**src/rtl/fetch_ctrl.sv**
```systemverilog
// Fetch-stage sequencer: boot hold, load-use stall, redirect squash,
// halt/drain/resume, plus saturating stall/flush event counters.
module fetch_ctrl #(
   parameter int BOOT_CYCLES  = 4,
   parameter int DRAIN_CYCLES = 4,
   parameter int CNT_W        = 16
) (
   input  logic             clk,
   input  logic             rst,
   input  logic             ex_mem_pc_src,
   input  logic             id_ex_mem_read,
   input  logic [4:0]       id_ex_rt,
   input  logic [4:0]       if_id_rs,
   input  logic [4:0]       if_id_rt,
   input  logic             if_id_uses_rt,
   input  logic             halt_req,
   input  logic             resume,
   output logic             pc_write,
   output logic             if_id_write,
   output logic             if_id_flush,
   output logic             id_ex_flush,
   output logic             ex_mem_flush,
   output logic             halted,
   output logic [CNT_W-1:0] stall_cnt,
   output logic [CNT_W-1:0] flush_cnt
);

   localparam int MAXC = (BOOT_CYCLES > DRAIN_CYCLES) ?
                         BOOT_CYCLES : DRAIN_CYCLES;
   localparam int CW   = $clog2(MAXC) + 1;

   localparam logic [CW-1:0] BOOT_INIT  = CW'(BOOT_CYCLES - 1);
   localparam logic [CW-1:0] DRAIN_INIT = CW'(DRAIN_CYCLES - 1);

   typedef enum logic [1:0] {
      S_BOOT,
      S_RUN,
      S_DRAIN,
      S_HALTED
   } state_e;

   state_e           state_q, state_d;
   logic [CW-1:0]    cnt_q, cnt_d;
   logic [CNT_W-1:0] stall_q, stall_d;
   logic [CNT_W-1:0] flush_q, flush_d;

   logic hazard;
   logic stall_ev;
   logic flush_ev;

   assign hazard = id_ex_mem_read && (id_ex_rt != 5'd0) &&
                   ((id_ex_rt == if_id_rs) ||
                    (if_id_uses_rt && (id_ex_rt == if_id_rt)));

   always_comb begin
      pc_write     = 1'b0;
      if_id_write  = 1'b0;
      if_id_flush  = 1'b0;
      id_ex_flush  = 1'b0;
      ex_mem_flush = 1'b0;
      halted       = 1'b0;
      stall_ev     = 1'b0;
      flush_ev     = 1'b0;
      state_d      = state_q;
      cnt_d        = cnt_q;
      unique case (state_q)
         S_BOOT: begin
            if_id_flush  = 1'b1;
            id_ex_flush  = 1'b1;
            ex_mem_flush = 1'b1;
            cnt_d        = cnt_q - 1'b1;
            if (cnt_q == '0) state_d = S_RUN;
         end
         S_RUN: begin
            if (ex_mem_pc_src) begin
               pc_write     = 1'b1;
               if_id_write  = 1'b1;
               if_id_flush  = 1'b1;
               id_ex_flush  = 1'b1;
               ex_mem_flush = 1'b1;
               flush_ev     = 1'b1;
            end else if (hazard) begin
               id_ex_flush  = 1'b1;
               stall_ev     = 1'b1;
            end else begin
               pc_write     = 1'b1;
               if_id_write  = 1'b1;
            end
            if (halt_req) begin
               state_d = S_DRAIN;
               cnt_d   = DRAIN_INIT;
            end
         end
         S_DRAIN: begin
            // A late redirect must still land in PC so resume fetches the target
            if_id_flush = 1'b1;
            if (ex_mem_pc_src) begin
               pc_write     = 1'b1;
               id_ex_flush  = 1'b1;
               ex_mem_flush = 1'b1;
               flush_ev     = 1'b1;
            end
            cnt_d = cnt_q - 1'b1;
            if (cnt_q == '0) state_d = S_HALTED;
         end
         S_HALTED: begin
            halted      = 1'b1;
            if_id_flush = 1'b1;
            if (resume) state_d = S_RUN;
         end
         default: state_d = S_BOOT;
      endcase
   end

   always_comb begin
      stall_d = stall_q;
      flush_d = flush_q;
      if (stall_ev && !(&stall_q)) stall_d = stall_q + 1'b1;
      if (flush_ev && !(&flush_q)) flush_d = flush_q + 1'b1;
   end

   always_ff @(posedge clk) begin
      if (rst) begin
         state_q <= S_BOOT;
         cnt_q   <= BOOT_INIT;
         stall_q <= '0;
         flush_q <= '0;
      end else begin
         state_q <= state_d;
         cnt_q   <= cnt_d;
         stall_q <= stall_d;
         flush_q <= flush_d;
      end
   end

   assign stall_cnt = stall_q;
   assign flush_cnt = flush_q;

endmodule

```
**config.mk**
```make
export PLATFORM = sky130hd
export DESIGN_NAME = fetch_ctrl
export DESIGN_NICKNAME = d
export VERILOG_FILES = /design/src/rtl/fetch_ctrl.sv
export SDC_FILE = /design/constraint.sdc
export NUM_CORES = 1
export LEC_CHECK = 0
export ABC_AREA = 1
export ABC_CLOCK_PERIOD_IN_PS = 1600
export CELL_PAD_IN_SITES_DETAIL_PLACEMENT = 1
export CELL_PAD_IN_SITES_GLOBAL_PLACEMENT = 2
export CORE_MARGIN = 2
export CORE_UTILIZATION = 31
export CTS_BUF_LIST = sky130_fd_sc_hd__clkbuf_8
export CTS_CLUSTER_SIZE = 14
export DETAILED_ROUTE_END_ITERATION = 7
export DONT_BUFFER_PORTS = 1
export PLACE_DENSITY_LB_ADDON = 0.08
export SYNTH_ARGS = -nofsm -noshare
export SYNTH_HDL_FRONTEND = slang
export SYNTH_SLANG_ARGS = --single-unit
```
**constraint.sdc**
```tcl
create_clock -name clk -period 1.6 [get_ports clk]
set_input_delay 0.08 -clock clk [delete_from_list [all_inputs] [get_ports clk]]
set_output_delay 0.08 -clock clk [all_outputs]
set_load 0.005 [all_outputs]
```
# --- Yosys cells after proc, flatten, opt, wreduce, memory -nomap -nowiden ---
# Cells that the tools add are included.
totals:
  reg_bits: 37
  in_bits: 22
  out_inout_bits: 38
  word_cells: 56
classes:
  addsub: 3
  n_eq_ne: 9
  n_mux: 21
  reduce_logical: 19
ops:
  columns: ["op", "n"]
  rows:
  - ["adder 16 x 1 -> 16 bit (second input constant)", 2]
  - ["AND reduction 16 bit", 2]
  - ["== test 5 bit", 2]
  - ["two-way mux 1 bit", 10]
  - ["two-way mux 2 bit", 4]
  - ["!= test 2 bit (second input constant)", 4]
  - ["one-hot mux 2 bit (4 select lines)", 1]
  - ["one-hot mux 1 bit (2 select lines)", 3]
  - ["one-hot mux 3 bit (2 select lines)", 1]
  - ["logical AND 1 bit", 5]
  - ["nonzero test 5 bit", 1]
  - ["== test 2 bit (second input constant)", 2]
  - ["AND reduction 4 bit", 1]
  - ["OR reduction 2 bit", 2]
  - ["zero test 3 bit", 1]
  - ["two-way mux 3 bit", 1]
  - ["one-hot mux 1 bit (3 select lines)", 1]
  - ["OR reduction 3 bit", 1]
  - ["subtractor 3 x 1 -> 3 bit (second input constant)", 1]
  - ["== test 2 x 1 -> 1 bit (second input constant)", 1]
  - ["zero test 1 bit", 2]
  - ["zero test 2 bit", 1]
  - ["AND reduction 2 bit", 1]
  - ["nonzero test 2 bit", 1]
  - ["logical OR 1 bit", 1]

# --- Longest topological paths before layout ---
depth:
  word_depth: 8
  ltp_mapped: 12
  mapped_depth_nobuf: 11

# --- Worst setup path after synthesis ---
# OpenSTA, ideal clock, no wires.
synth_timing:
  kind: "flip-flop to flip-flop"
  start: "reg stall_q[0] (netlist: stall_cnt[0])"
  end: "reg stall_q[8] (netlist: stall_cnt[8])"
  setup_ns: 0.115
  arrival_ns: 1.525
  t_required_ns: 1.485
  slack_ns: -0.040
  stages_incl_launch_ff: 11
  path_buffers: 0
  period_less_slack_ns: 1.640
  path_cell_list: "dfxtp_1 ha_1 nand2_2 nor3_4 nand2_2 nor3_4 inv_2 nand2_2 inv_2 a21oi_1 nor2_1"
synth_between:
  elab_chain_cells: 3
  elab_cells_between_ends: 4
  cone_classes: "add/sub: 1; reduce/logical: 3"
synth_rtl:
  columns: ["element", "line_no", "text"]
  rows:
  - ["from (decl)", "44", "logic [CNT_W-1:0] stall_q, stall_d;"]
  - ["from (signal assigned)", "131", "stall_q <= stall_d;"]
  - ["parallel branches: the longest is 3 deep, another holds adder 16 x 1 -> 16 bit", null, null]
# Parallel ways; which one is timed is not known.
# A chain may end at the register's enable or synchronous reset.

# --- Worst setup path in the final report ---
# Ends and elaborated chain as after synthesis.

==> impl_results.md <==
* Routability cong. at 0.733
* Antenna violations before repair at 0
* DRC viols at 0
* Cts bufs inserted at 5
* IO Count at 60
* Crit share post-route at 100%
* Fmax at 625 MHz
* Crit path capture type: flip-flop
* Yosys cell types at 37
* Final-report hold violation count at 0
* Area of placed instances at 0.00285 mm²
* Synth warn at 0
* Final setup violation count at 0
* First-pass GRT wire length at 11.5 mm
* Max incr delay on CP at 0.36 ns
* PortBufs at 0
* Clk sinks at 37
* Vias in the first global route at 2607
* Required @ worst endpoint at 1.79 ns
* GRT overflow at 0
* Vias at 2469
* # rows at 32
* CP arrival at 1.79 ns
* Die height at 92.1 µm
* Share of post-route cells with drive strength above 1 at 24.6%
* Critical path depth at 10
* Drt via density at 4.67
* Worst-Margin Slew at 0.391 ns
* Leakage at 1.43 nW
* Pin count of the biggest net entering global routing at 18
* Max FO, Critical Path at 5
* Commonest non-fill, non-tap cell in the layout: nand2_1
* Horiz. Die Dim at 92.1 µm
* Avg Synthesized Cell Area at 6.45 µm²
* Clk_lat worst skew at 0.29 ns
* Sequential share of the synthesized area at 30.8%
* Final max-slew violation count at 0
* Clk pin slew, worst setup/hold paths at 0.08 ns
* Max-cap violations at 0
* H-Tree Depth at 2
* Most frequent cells in the layout: nand2_1 (93), nor2_1 (57), buf_4 (49)
* P&R area growth vs syn at 28.5%
* Number of synthesized flops with an enable pin at 0
* CTS tree: yes
* Fillers at 1002
* Buf+Inv Stages, Crit Path at 2
* Cell Pwr Density at 786 mW/mm²
* Core Region at 0.00761 mm²
* Net count, final at 457
* Synth Instances at 373
* Ys async rst share at 0%
* CTS root buffer: clkbuf_8
* Setup Crit Path Kind: reg -> reg
* Routed wire per std cell at 13.2 µm
* Cell area after synthesis at 0.00241 mm²
* Main synth FF type: dfxtp_1
* Worst Hold Slack at 0.0787 ns
* Fin util at 40.6%
* Mapped Nets at 404
* Slew HR at 73.9%
* CP Cell Sequence: ha_4, nand2_4, nor3_4, nand2_2, nor3_4, inv_2, nand2_2, inv_2, a21oi_2, nor2_1
* WHS Path Cells at 3
* Status: complete, no violations
* Initial Util at 31.6%
* Min-delay worst type: in -> reg
* Max Root-Sink Buffers at 2
* Slowest library cell on the worst path: dfxtp_2
* Delay-heaviest family, CP: simple AND/OR/NAND/NOR gates
* Antenna Cells at 0
* Clock Skew at 0.00538 ns
* DRT Pass-1 Iters at 4
* Tmin final at 1.60 ns
* Peak supply drop at 280 µV
* Synth Register Bits at 37
* Setup slack, reg-to-reg at 0.0005 ns
* Detail Route Antenna Nets at 0
* Worst R2R Path Depth at 10
* Design area at 0.00309 mm²
* CP startpoint kind: flip-flop
* 1st-iter DRT viols at 53
* Wirelength, routed at 6.97 mm
* All-Layer GR Usage at 16.7%
* RSZ-0062 raised after global routing: true
* Die footprint at 0.00848 mm²
* Post-DP HPWL at 5.41 mm
[what timing repair did]
item / in CTS / in global routing
endpoints found under the setup margin: 4 / 34
hold buffers: 1 / 0
gates resized for setup: 4 / 27
setup buffers: 1 / 5
pin swaps: 1 / 11
hold endpoints to repair: 9 / 0
[metrics by stage]
stage               total power [W]  instances  worst slack, ns  setup TNS [ns]
floorplan                   0.00149        373           0.0410               0
global placement            0.00172        514           0.0316               0
detailed placement          0.00174        514          -0.0437          -0.115
CTS                         0.00242        524          -0.0407         -0.0753
global route                0.00265        529           -0.110           -1.12
finish                      0.00243        529         0.000465               0
[worst register-to-register path, cell delays in order (launching register included)]
cell and delay, ns:
dfxtp_2 0.36, ha_4 0.15, nand2_4 0.05, nor3_4 0.23, nand2_2 0.11, nor3_4 0.22
inv_2 0.10, nand2_2 0.07, inv_2 0.04, a21oi_2 0.12, nor2_1 0.05
[registers in the layout (all words and copies together) (netlist names)]
signal,count
flush_cnt,16
stall_cnt,16
cnt_q,3
state_q,2
[final cells by class]
type,instances,area [µm²],share of cell area (%)
clock buffer,5,68.8,2.23
clock inverter,3,13.8,0.445
inverter,55,209,6.76
multi-input combinational,274,1490,48.3
sequential,37,749,24.2
tap,102,128,4.13
timing repair buffer,53,429,13.9
[synth_stat cells (2+ instances only)]
cell      instances  area share, %
nand2_1          93             15
nor2_1           62            9.7
inv_1            43            6.7
dfxtp_1          37             31
nand3_1          28            5.8
a21oi_1          24            5.0
inv_2            11            1.7
o21ai_0          11            2.3
ha_1              9            4.7
nand4_1           7            1.8
xnor2_1           7            2.5
nor3_1            5            1.0
nand2_2           4            1.0
xor2_1            3            1.1
buf_6             2           0.94
clkbuf_1          2           0.31
nand3_2           2           0.83
nand3b_1          2           0.62
nor3_4            2            1.4
nor3b_1           2           0.62
[cell families (layout without fill, tap and decap cells)]
group | count (synthesis) | in the layout | share of synthesized area [%]
adders and majority gates | 9 | 9 | 4.68
xor gates and xnor gates | 10 | 10 | 3.64
AOI/OAI and AO/OA | 42 | 42 | 9.36
buffers and inverters | 62 | 116 | 10.9
DFF | 37 | 37 | 30.8
and+or+nand+nor | 213 | 213 | 40.6
[where the power goes]
part	switching [W]	leakage, nW	internal, W
Sequential	0.0000446	0.302	0.000984
Clock	0.000347	0.0491	0.000296
Combinational	0.000437	1.08	0.000323
Total	0.000829	1.43	0.00160
[per-layer routing]
| layer | up-vias | share of wire, % | global-route usage (%) |
|---|---|---|---|
| li1 | 1282 | - | - |
| met1 | 1149 | 43 | 17.9 |
| met2 | 34 | 51 | 31.8 |
| met3 | 4 | 4.8 | 5.26 |
| met4 | 0 | 0.79 | 3.73 |
| met5 | - | 0 | 0 |
[path summary, 6_finish.rpt]
kind | start | endpoint
min | resume | state_q[1]$_SDFFE_PP0P_
min reg2reg | flush_cnt[10]$_SDFFE_PP0P_ | flush_cnt[10]$_SDFFE_PP0P_
max | stall_cnt[0]$_SDFFE_PP0P_ | stall_cnt[8]$_SDFFE_PP0P_
max reg2reg | stall_cnt[0]$_SDFFE_PP0P_ | stall_cnt[8]$_SDFFE_PP0P_
Power figures use the tool's default switching activity.
